$ cat src/rtl/tdm_pkg.sv
// Shared types and default geometry for the TDM lane receiver.
package tdm_pkg;

  typedef enum logic {
    HUNT = 1'b0,
    RECV = 1'b1
  } tdm_state_e;

  localparam int TDM_NUM_LANES = 4;
  localparam int TDM_LANE_W    = 4;

endpackage

$ cat src/rtl/tdm_slot_ctr.sv
// Slot position counter for the TDM receiver: clear, load-to-1 and wrapping increment.
module tdm_slot_ctr
  import tdm_pkg::*;
#(
  parameter int NUM_LANES = TDM_NUM_LANES
) (
  input  logic                         clk,
  input  logic                         rst,
  input  logic                         clr_i,
  input  logic                         load1_i,
  input  logic                         inc_i,
  output logic [$clog2(NUM_LANES)-1:0] slot_o
);

  localparam int SW = $clog2(NUM_LANES);
  localparam logic [SW-1:0] LAST_SLOT = SW'(NUM_LANES - 1);

  logic [SW-1:0] slot_q, slot_d;

  // Clear wins over load, load wins over increment.
  always_comb begin
    slot_d = slot_q;
    if (clr_i) begin
      slot_d = '0;
    end else if (load1_i) begin
      slot_d = SW'(1);
    end else if (inc_i) begin
      slot_d = (slot_q == LAST_SLOT) ? '0 : slot_q + SW'(1);
    end
  end

  always_ff @(posedge clk or posedge rst) begin
    if (rst) begin
      slot_q <= '0;
    end else begin
      slot_q <= slot_d;
    end
  end

  assign slot_o = slot_q;

endmodule

$ cat src/rtl/tdm_lane_rx.sv
// TDM lane receiver: demultiplexes a shared nibble bus into NUM_LANES slots per frame.
// Optional odd-parity checking is built when TDM_LANE_RX_PARITY_EN is defined.
module tdm_lane_rx
  import tdm_pkg::*;
#(
  parameter int NUM_LANES = TDM_NUM_LANES,
  parameter int LANE_W    = TDM_LANE_W
) (
  input  logic                        clk,
  input  logic                        rst,
  input  logic                        enable,
  input  logic [LANE_W-1:0]           nib_in,
  input  logic                        nib_valid,
  input  logic                        frame_sync,
`ifdef TDM_LANE_RX_PARITY_EN
  input  logic                        nib_par,
  output logic                        par_err,
`endif
  output logic [NUM_LANES*LANE_W-1:0] lanes,
  output logic                        frame_done,
  output logic                        sync_err,
  output logic                        locked
);

  localparam int SW = $clog2(NUM_LANES);
  localparam logic [SW-1:0] LAST_SLOT = SW'(NUM_LANES - 1);

  tdm_state_e state_q, state_d;
  logic [NUM_LANES-1:0][LANE_W-1:0] shadow_q, shadow_d;
  logic [NUM_LANES-1:0][LANE_W-1:0] lanes_q, lanes_d;
  logic frame_done_q, frame_done_d;
  logic sync_err_q, sync_err_d;
  logic [SW-1:0] slot;
  logic slot_clr, slot_load1, slot_inc;
  logic beat;
  logic par_bad;

  assign beat = nib_valid & enable;

`ifdef TDM_LANE_RX_PARITY_EN
  logic par_err_q, par_err_d;
  // Parity only matters for beats the FSM would otherwise act on.
  assign par_bad = ~(^{nib_in, nib_par}) & ((state_q == RECV) | frame_sync);
`else
  assign par_bad = 1'b0;
`endif

  tdm_slot_ctr #(
    .NUM_LANES (NUM_LANES)
  ) u_slot_ctr (
    .clk     (clk),
    .rst     (rst),
    .clr_i   (slot_clr),
    .load1_i (slot_load1),
    .inc_i   (slot_inc),
    .slot_o  (slot)
  );

  always_comb begin
    state_d      = state_q;
    shadow_d     = shadow_q;
    lanes_d      = lanes_q;
    frame_done_d = 1'b0;
    sync_err_d   = 1'b0;
    slot_clr     = 1'b0;
    slot_load1   = 1'b0;
    slot_inc     = 1'b0;
`ifdef TDM_LANE_RX_PARITY_EN
    par_err_d    = 1'b0;
`endif
    if (beat) begin
      if (par_bad) begin
`ifdef TDM_LANE_RX_PARITY_EN
        par_err_d = 1'b1;
`endif
        state_d  = HUNT;
        slot_clr = 1'b1;
      end else if (state_q == HUNT) begin
        if (frame_sync) begin
          shadow_d[0] = nib_in;
          slot_load1  = 1'b1;
          state_d     = RECV;
        end
      end else if (frame_sync) begin
        // A sync mid-frame restarts the frame; at slot 0 it is the expected start.
        sync_err_d  = (slot != '0);
        shadow_d[0] = nib_in;
        slot_load1  = 1'b1;
      end else if (slot == '0) begin
        sync_err_d = 1'b1;
        state_d    = HUNT;
      end else begin
        shadow_d[slot] = nib_in;
        slot_inc       = 1'b1;
        if (slot == LAST_SLOT) begin
          lanes_d      = shadow_d;
          frame_done_d = 1'b1;
        end
      end
    end
  end

  always_ff @(posedge clk or posedge rst) begin
    if (rst) begin
      state_q      <= HUNT;
      shadow_q     <= '0;
      lanes_q      <= '0;
      frame_done_q <= 1'b0;
      sync_err_q   <= 1'b0;
    end else begin
      state_q      <= state_d;
      shadow_q     <= shadow_d;
      lanes_q      <= lanes_d;
      frame_done_q <= frame_done_d;
      sync_err_q   <= sync_err_d;
    end
  end

`ifdef TDM_LANE_RX_PARITY_EN
  always_ff @(posedge clk or posedge rst) begin
    if (rst) begin
      par_err_q <= 1'b0;
    end else begin
      par_err_q <= par_err_d;
    end
  end

  assign par_err = par_err_q;
`endif

  assign lanes      = lanes_q;
  assign frame_done = frame_done_q;
  assign sync_err   = sync_err_q;
  assign locked     = (state_q == RECV);

endmodule

$ cat config.mk
export PLATFORM = sky130hd
export DESIGN_NAME = tdm_lane_rx
export DESIGN_NICKNAME = d
export VERILOG_FILES = /design/src/rtl/tdm_pkg.sv /design/src/rtl/tdm_slot_ctr.sv /design/src/rtl/tdm_lane_rx.sv
export SDC_FILE = /design/constraint.sdc
export NUM_CORES = 1
export LEC_CHECK = 0
export ABC_AREA = 0
export CELL_PAD_IN_SITES_DETAIL_PLACEMENT = 1
export CELL_PAD_IN_SITES_GLOBAL_PLACEMENT = 2
export CORE_ASPECT_RATIO = 1.4
export CORE_MARGIN = 2
export CORE_UTILIZATION = 45
export CTS_BUF_LIST = sky130_fd_sc_hd__clkbuf_4
export DETAILED_ROUTE_END_ITERATION = 8
export DONT_BUFFER_PORTS = 1
export PLACE_DENSITY_LB_ADDON = 0.1
export SYNTH_ARGS = -nofsm -noshare
export SYNTH_HDL_FRONTEND = slang
export SYNTH_SLANG_ARGS = --single-unit
export TNS_END_PERCENT = 5
$ cat constraint.sdc
create_clock -name clk -period 4.8 [get_ports clk]
set_input_delay 0.96 -clock clk [delete_from_list [all_inputs] [get_ports clk]]
set_output_delay 0.96 -clock clk [all_outputs]
set_load 0.005 [all_outputs]
==> results by group, run 1 <==
Power and ir drop
  • Power per standard cell area: 547.7 nW/µm²
  • Leak pwr: 0.7716 nW
  • Design Power: 0.9162 mW
  • VDD IR-drop max: 0.2819 mV

Routing
  • Via density per instance: 5.503
  • Final wirelength: 2714 µm
  • Drt pass-1 iters: 4
  • Wire length per cell: 17.51 µm
  • Count of routing violations after the opening detailed-route iteration: 13
  • Count of vias placed by the detailed router: 853
  • Final antenna-violating net count: 0
  • Number of DRC violations after detailed routing: 0

Yosys
  • Most instantiated flip-flop cell in the synthesis netlist: sky130_fd_sc_hd__dfrtp_1
  • Distinct cells, synth: 21
  • Count of flip-flops with a built-in enable after synthesis: 0
  • Register bit count reported by yosys: 33
  • Post-Synthesis Net Count: 124
  • Syn avg cell area: 14.44 µm²
  • Top-count cell post-synth: sky130_fd_sc_hd__mux2_2
  • Library cell with the largest summed area after synthesis: sky130_fd_sc_hd__dfrtp_1
  • Commonest cells in the synthesized netlist: sky130_fd_sc_hd__mux2_2 (34), sky130_fd_sc_hd__dfrtp_1 (33), sky130_fd_sc_hd__ha_1 (7)
  • Top cell type's share of synthesized area: 52.97%
  • Cells after synthesis: 108
  • Fraction of the yosys area taken by sequential cells: 52.97%
  • Top cells by area in the synthesized netlist: sky130_fd_sc_hd__dfrtp_1 (53%), sky130_fd_sc_hd__mux2_2 (25%), sky130_fd_sc_hd__ha_1 (5.6%)
  • Synthesis Warnings: 0
  • Fraction of registers with async set/reset: 100.0%
  • Total standard cell area after synthesis: 1559 µm²

Floorplan
  • Core area: 3347 µm²
  • Initial Utilization: 46.58%
  • Standard-cell row count: 25
  • Count of boundary I/O pins: 28
  • Die area: 3958 µm²
  • Die H: 73.65 µm
  • Die W: 53.75 µm

Status
  • Result of the run: finished, final reports clean

STA
  • Count of final setup violators: 0
  • Hold Fails Final Rpt: 0
  • Pins over their slew limit: 0
  • Worst hold slack: 511.6 ps
  • Max transition margin: 48.10%
  • Clock Skew: 10.79 ps
  • Setup repair after global routing missed its margin: false
  • Maximum clock rate: 466.0 MHz
  • Worst slew pin tran: 777.7 ps
  • Share of the clock period used by the worst path after layout: 44.71%
  • Setup TNS: 0 ps
  • Time the final worst path needs with I/O delays and setup: 2146 ps

Clocking
  • Number of gates resized after CTS: 0
  • Clock tree sinks: 33
  • Number of setup buffers added after CTS: 0
  • CTS root buffer: sky130_fd_sc_hd__clkbuf_4
  • TritonCTS clock tree: done
  • Largest buffer count on any clock path: 2
  • Count of hold-fix buffers inserted at cts: 0
  • Clock latency on the worst-skew pair: 320 ps
  • H-tree lvl count: 2
  • Total CTS buffers: 5
  • Worst-path clk slew: 100 ps

Worst setup path
  • Critical path fanouts, max: 16
  • Critical path endpoint category: register
  • Req. time, crit path: 5010 ps
  • Crit path DAT: 2350 ps
  • Worst R2R Setup Slack: 2650 ps
  • Critical setup path kind: register to register
  • Critical Path Source Type: register

Placed design
  • Gpl congestion: 0.7721
  • IO Port Bufs: 0
  • Detail Placement HPWL: 1938 µm
  • Placed instance area: 1594 µm²

Global route
  • GRT met1 Usage: 18.47%
  • Met2 Resource Use GR: 25.20%
  • GR peak layer: met2
  • Total overflow reported by the global router: 0
  • Wire length of the first global-routing pass: 4485 µm
  • Via count of the first global-routing pass: 962
  • GRT Resource Usage Total: 15.97%
  • GR Layer Usage met3: 6.707%
  • Maximum number of pins on one net before global-route repair: 34
  • Number of antenna violations at the first check in global routing: 0

Hold path
  • Type of the tightest min-delay check: register to register

Cells and area
  • Summed area of non-filler cells in the final layout: 1673 µm²
  • Fraction of final layout cells sized beyond drive strength 1: 40.00%
  • Area growth, synth to finish: 7.303%
  • Number of nets in the layout: 130
  • Antenna fix cells: 0

Flow run
  • Max-cap violation count: 0
-- per-layer routing --
metal	up-vias	share of wire, %
li1	399	-
met1	428	42
met3	5	4.9
met4	0	1.6
met2	21	51
met5	-	0
-- registers in the layout, summed over array words and instances, names as in the netlist --
signal	cells
frame_done	1
shadow_q	12
lanes	16
u_slot_ctr.slot_o	2
sync_err	1
locked	1
-- critical path, stage by stage, from the launching register on --
cell	delay [ps]
sky130_fd_sc_hd__dfrtp_1	440
sky130_fd_sc_hd__inv_1	120
sky130_fd_sc_hd__ha_1	350
sky130_fd_sc_hd__nor3b_4	710
sky130_fd_sc_hd__mux2_2	410
-- power breakdown --
group	internal, mW	leakage (nW)	switching [mW]
registers	0.371	0.429	0.0683
logic	0.156	0.299	0.114
clock network	0.114	0.0433	0.0932
total	0.641	0.772	0.275
-- final timing paths --
kind / startpoint / endpoint / cells after the start
worst max-delay path: u_slot_ctr.slot_o[0]$_DFFE_PP0P_ / lanes[5]$_DFFE_PP0P_ / 4
worst min-delay path: shadow_q[7]$_DFFE_PP0P_ / shadow_q[7]$_DFFE_PP0P_ / 1
worst max register to register: u_slot_ctr.slot_o[0]$_DFFE_PP0P_ / lanes[5]$_DFFE_PP0P_ / 4
worst min register to register: shadow_q[7]$_DFFE_PP0P_ / shadow_q[7]$_DFFE_PP0P_ / 1
max in group asynchronous: rst / lanes[5]$_DFFE_PP0P_ / 2
min in group asynchronous: rst / shadow_q[6]$_DFFE_PP0P_ / 2
-- stage by stage --
step / std cells / utilization (%) / setup slack [ps]
floorplan: 108 / - / 2784
global route: 155 / 49.98 / 2463
CTS: 155 / 49.98 / 2611
finish: 155 / 49.98 / 2654
global placement: 147 / 47.63 / 2369
detailed placement: 147 / 47.63 / 2332
-- cells by family (layout without fill, tap and decap cells) --
logic type,after synthesis,in the layout,share of synthesized area [%]
compound gates,11,11,4.495
fa+ha+maj,7,7,5.618
buf+inv,7,14,2.649
flops,33,33,52.97
mux,34,34,24.56
simple gates,16,16,9.711
-- cells in the final DEF (no fill, tap or decap), drive strengths merged --
| cell | count |
|---|---|
| a21oi | 4 |
| a31oi | 1 |
| a32o | 1 |
| and2 | 2 |
| buf | 1 |
| bufinv | 1 |
| clkbuf | 6 |
| clkinv | 1 |
| dfrtp | 33 |
| ha | 7 |
| inv | 5 |
| mux2 | 34 |
| nand2 | 1 |
| nand4b | 1 |
| nor2 | 2 |
| nor2b | 1 |
| nor3 | 2 |
| nor3b | 4 |
| o21a | 3 |
| o21ai | 1 |
| o22ai | 1 |
| or4b | 3 |
-- area by class of cell --
cell class,instances,area (µm²)
fill,332,1674
sequential,33,825.8
multi-input combinational,68,691.9
tap,40,50.05
clock buffer,6,45.04
clock inverter,2,33.78
inverter,5,18.77
timing repair buffer,1,7.507
No activity file was read; power rests on OpenSTA's default activity.
==> run 2, diff against run 1 <==
--- a/config.mk
+++ b/config.mk
@@ -10,7 +10,7 @@
 export CELL_PAD_IN_SITES_GLOBAL_PLACEMENT = 2
 export CORE_ASPECT_RATIO = 1.4
 export CORE_MARGIN = 2
-export CORE_UTILIZATION = 45
+export CORE_UTILIZATION = 40
 export CTS_BUF_LIST = sky130_fd_sc_hd__clkbuf_4
 export DETAILED_ROUTE_END_ITERATION = 8
 export DONT_BUFFER_PORTS = 1
==> constraint.sdc (replaced) <==
create_clock -name clk -period 1.8 [get_ports clk]
set_input_delay 0.36 -clock clk [delete_from_list [all_inputs] [get_ports clk]]
set_output_delay 0.36 -clock clk [all_outputs]
set_load 0.005 [all_outputs]
==> run 2 against run 1 <==
  * Setup slack worse by 2500 ps
  * Register-to-register slack worse by 2500 ps
  * Global-route usage is 2.3 points lower
  * Critical path depth is 1 higher
  * Flip-flop and latch count stayed put
  * Sequential power grew to 2.6 times the previous value
  * Utilization is 3.6 points lower
  * Largest cell class unchanged
  * Sequential share of layout area is 1.4 points lower
  * Clock skew hardly changed
  * Clock-buffer cell count is 1 lower
==> results by group, run 2 (synthesis gave the netlist of run 1 again) <==
Worst setup path
  • Req. time, crit path: 2020 ps
  • Depth of the worst register-to-register path: 5
  • Worst R2R Setup Slack: 110 ps
  • Critical path endpoint category: register
  • Critical Path Source Type: register
  • Crit path DAT: 1910 ps
  • Chain of cells forming the critical path: inv_1 -> ha_1 -> buf_4 -> nor3b_4 -> mux2_2
  • CP max stage cell: sky130_fd_sc_hd__mux2_2
  • Terminus of the critical flop-to-flop path: shadow_q[8]$_DFFE_PP0P_
  • Critical path fanouts, max: 5
  • FF-to-FF Start: u_slot_ctr.slot_o[0]$_DFFE_PP0P_
  • Largest stage delay on the critical path: 370 ps
  • Critical setup path kind: register to register

Cells and area
  • Area growth, synth to finish: 10.43%
  • Max reg flops: 16
  • Summed area of non-filler cells in the final layout: 1722 µm²
  • Count of filler cells inserted in the layout: 403
  • Most common cell after layout, fill and taps aside: sky130_fd_sc_hd__mux2_2
  • Core Util, Final: 46.42%
  • Filler-free cell count of the finished design: 164
  • Fraction of final layout cells sized beyond drive strength 1: 44.26%
  • Number of nets in the layout: 138
  • Antenna fix cells: 0
  • Most used cells in the layout excluding fill and tap cells: sky130_fd_sc_hd__mux2_2 (34), sky130_fd_sc_hd__dfrtp_1 (33), sky130_fd_sc_hd__buf_4 (8), sky130_fd_sc_hd__ha_1 (6)

Clocking
  • Number of setup buffers added after CTS: 0
  • H-tree lvl count: 2
  • Total CTS buffers: 5
  • TritonCTS clock tree: done
  • CTS root buffer: sky130_fd_sc_hd__clkbuf_4
  • Worst-path clk slew: 100 ps
  • Largest buffer count on any clock path: 2
  • Clock latency on the worst-skew pair: 320 ps
  • Clock tree sinks: 33

STA
  • Worst slew pin tran: 417.8 ps
  • Share of the clock period used by the worst path after layout: 93.95%
  • Maximum clock rate: 591.3 MHz
  • Hold Fails Final Rpt: 0
  • Setup slack after layout: 108.9 ps
  • Setup repair after global routing missed its margin: false
  • Time the final worst path needs with I/O delays and setup: 1691 ps
  • Count of final setup violators: 0
  • Max transition margin: 72.15%
  • Pins over their slew limit: 0
  • Clock Skew: 10.64 ps
  • Setup TNS: 0 ps

Floorplan
  • Standard-cell row count: 26
  • Core area: 3709 µm²
  • Die area: 4420 µm²
  • Initial Utilization: 42.04%
  • Die W: 56.76 µm
  • Die H: 77.87 µm
  • Count of boundary I/O pins: 28

Global route
  • Via count of the first global-routing pass: 942
  • Maximum number of pins on one net before global-route repair: 34
  • GRT Resource Usage Total: 13.62%
  • Total overflow reported by the global router: 0
  • Number of antenna violations at the first check in global routing: 0
  • Wire length of the first global-routing pass: 4547 µm

Placed design
  • DP Cell Count: 156
  • IO Port Bufs: 0
  • Placed instance area: 1649 µm²
  • Post-placement worst setup slack: 45.07 ps
  • Gpl congestion: 0.7386
  • Detail Placement HPWL: 1972 µm

Power and ir drop
  • VDD IR-drop max: 0.6359 mV
  • Leak pwr: 0.7985 nW
  • Power per standard cell area: 1365 nW/µm²

Routing
  • Wire length per cell: 16.90 µm
  • Count of routing violations after the opening detailed-route iteration: 4
  • Number of DRC violations after detailed routing: 0
  • Final wirelength: 2771 µm
  • Final antenna-violating net count: 0
  • Drt pass-1 iters: 2
  • Count of vias placed by the detailed router: 867
  • Via density per instance: 5.287

Status
  • Result of the run: finished, final reports clean

Hold path
  • Worst hold path endpoint: shadow_q[6]$_DFFE_PP0P_
  • Startpoint of the lowest-slack hold path: nib_in[2]
  • Number of cells on the worst hold path: 1
  • Type of the tightest min-delay check: input port to register

Flow run
  • Max-cap violation count: 0
[run 2: changes by cell type in the layout (fill, tap and decap cells not counted), sizes merged]
cell	previous run	this run
clkinvlp	0	1
buf	1	8
bufinv	1	0
clkbuf	6	5
dlygate4sd3	0	1
[run 2: report_power, final]
part	internal, mW	switching, mW
Combinational	0.484	0.359
Clock	0.140	0.239
Sequential	0.989	0.139
Total	1.61	0.736
[run 2: layout make-up]
class / instances / area, µm² / area share, %
inverter: 5 / 18.77 / 1.090
sequential: 33 / 825.8 / 47.97
multi-input combinational: 68 / 705.7 / 40.99
timing repair buffer: 9 / 70.07 / 4.070
tap: 42 / 52.55 / 3.052
clock buffer: 5 / 37.54 / 2.180
clock inverter: 2 / 11.26 / 0.6541
[run 2: how the worst max path moves through the flow]
stage	start	to	slack [ps]	cells past startpoint
after floorplan	u_slot_ctr.slot_o[0]$_DFFE_PP0P_	shadow_q[0]$_DFFE_PP0P_	50	5
after global placement	u_slot_ctr.slot_o[0]$_DFFE_PP0P_	shadow_q[9]$_DFFE_PP0P_	80	5
after detailed placement	u_slot_ctr.slot_o[0]$_DFFE_PP0P_	shadow_q[10]$_DFFE_PP0P_	50	5
after CTS	u_slot_ctr.slot_o[0]$_DFFE_PP0P_	shadow_q[8]$_DFFE_PP0P_	5	5
after global routing	u_slot_ctr.slot_o[0]$_DFFE_PP0P_	shadow_q[0]$_DFFE_PP0P_	20	6
final	u_slot_ctr.slot_o[0]$_DFFE_PP0P_	shadow_q[8]$_DFFE_PP0P_	110	5
[run 2: per-layer routing]
| metal | global-route usage (%) | wire length [µm] |
|---|---|---|
| met1 | 15.64 | 1214 |
| met2 | 22.56 | 1374 |
| met5 | 0 | 0 |
| met3 | 4.667 | 130 |
| met4 | 6.279 | 52 |
[run 2: what timing repair did]
action | in CTS | in global routing
resized for setup | 0 | 3
hold buffers | 1 | 0
hold endpoints to repair | 8 | 0
endpoints found under the setup margin | 0 | 7
[run 2: worst max-delay path, delay by kind of cell, from the launching register on]
| family | cells | cell delay (ps) |
|---|---|---|
| muxes | 1 | 370 |
| DFF | 1 | 360 |
| buffers and inverters | 2 | 280 |
| and+or+nand+nor | 1 | 280 |
| adders and majority gates | 1 | 290 |
[run 2: stage by stage]
step	power, mW	hold WS (ps)
final	2.350	176.6
after global routing	2.525	145.3
after CTS	2.384	155.1
after detailed placement	1.990	376.8
after global placement	1.962	371.2
after floorplan	1.753	472.5
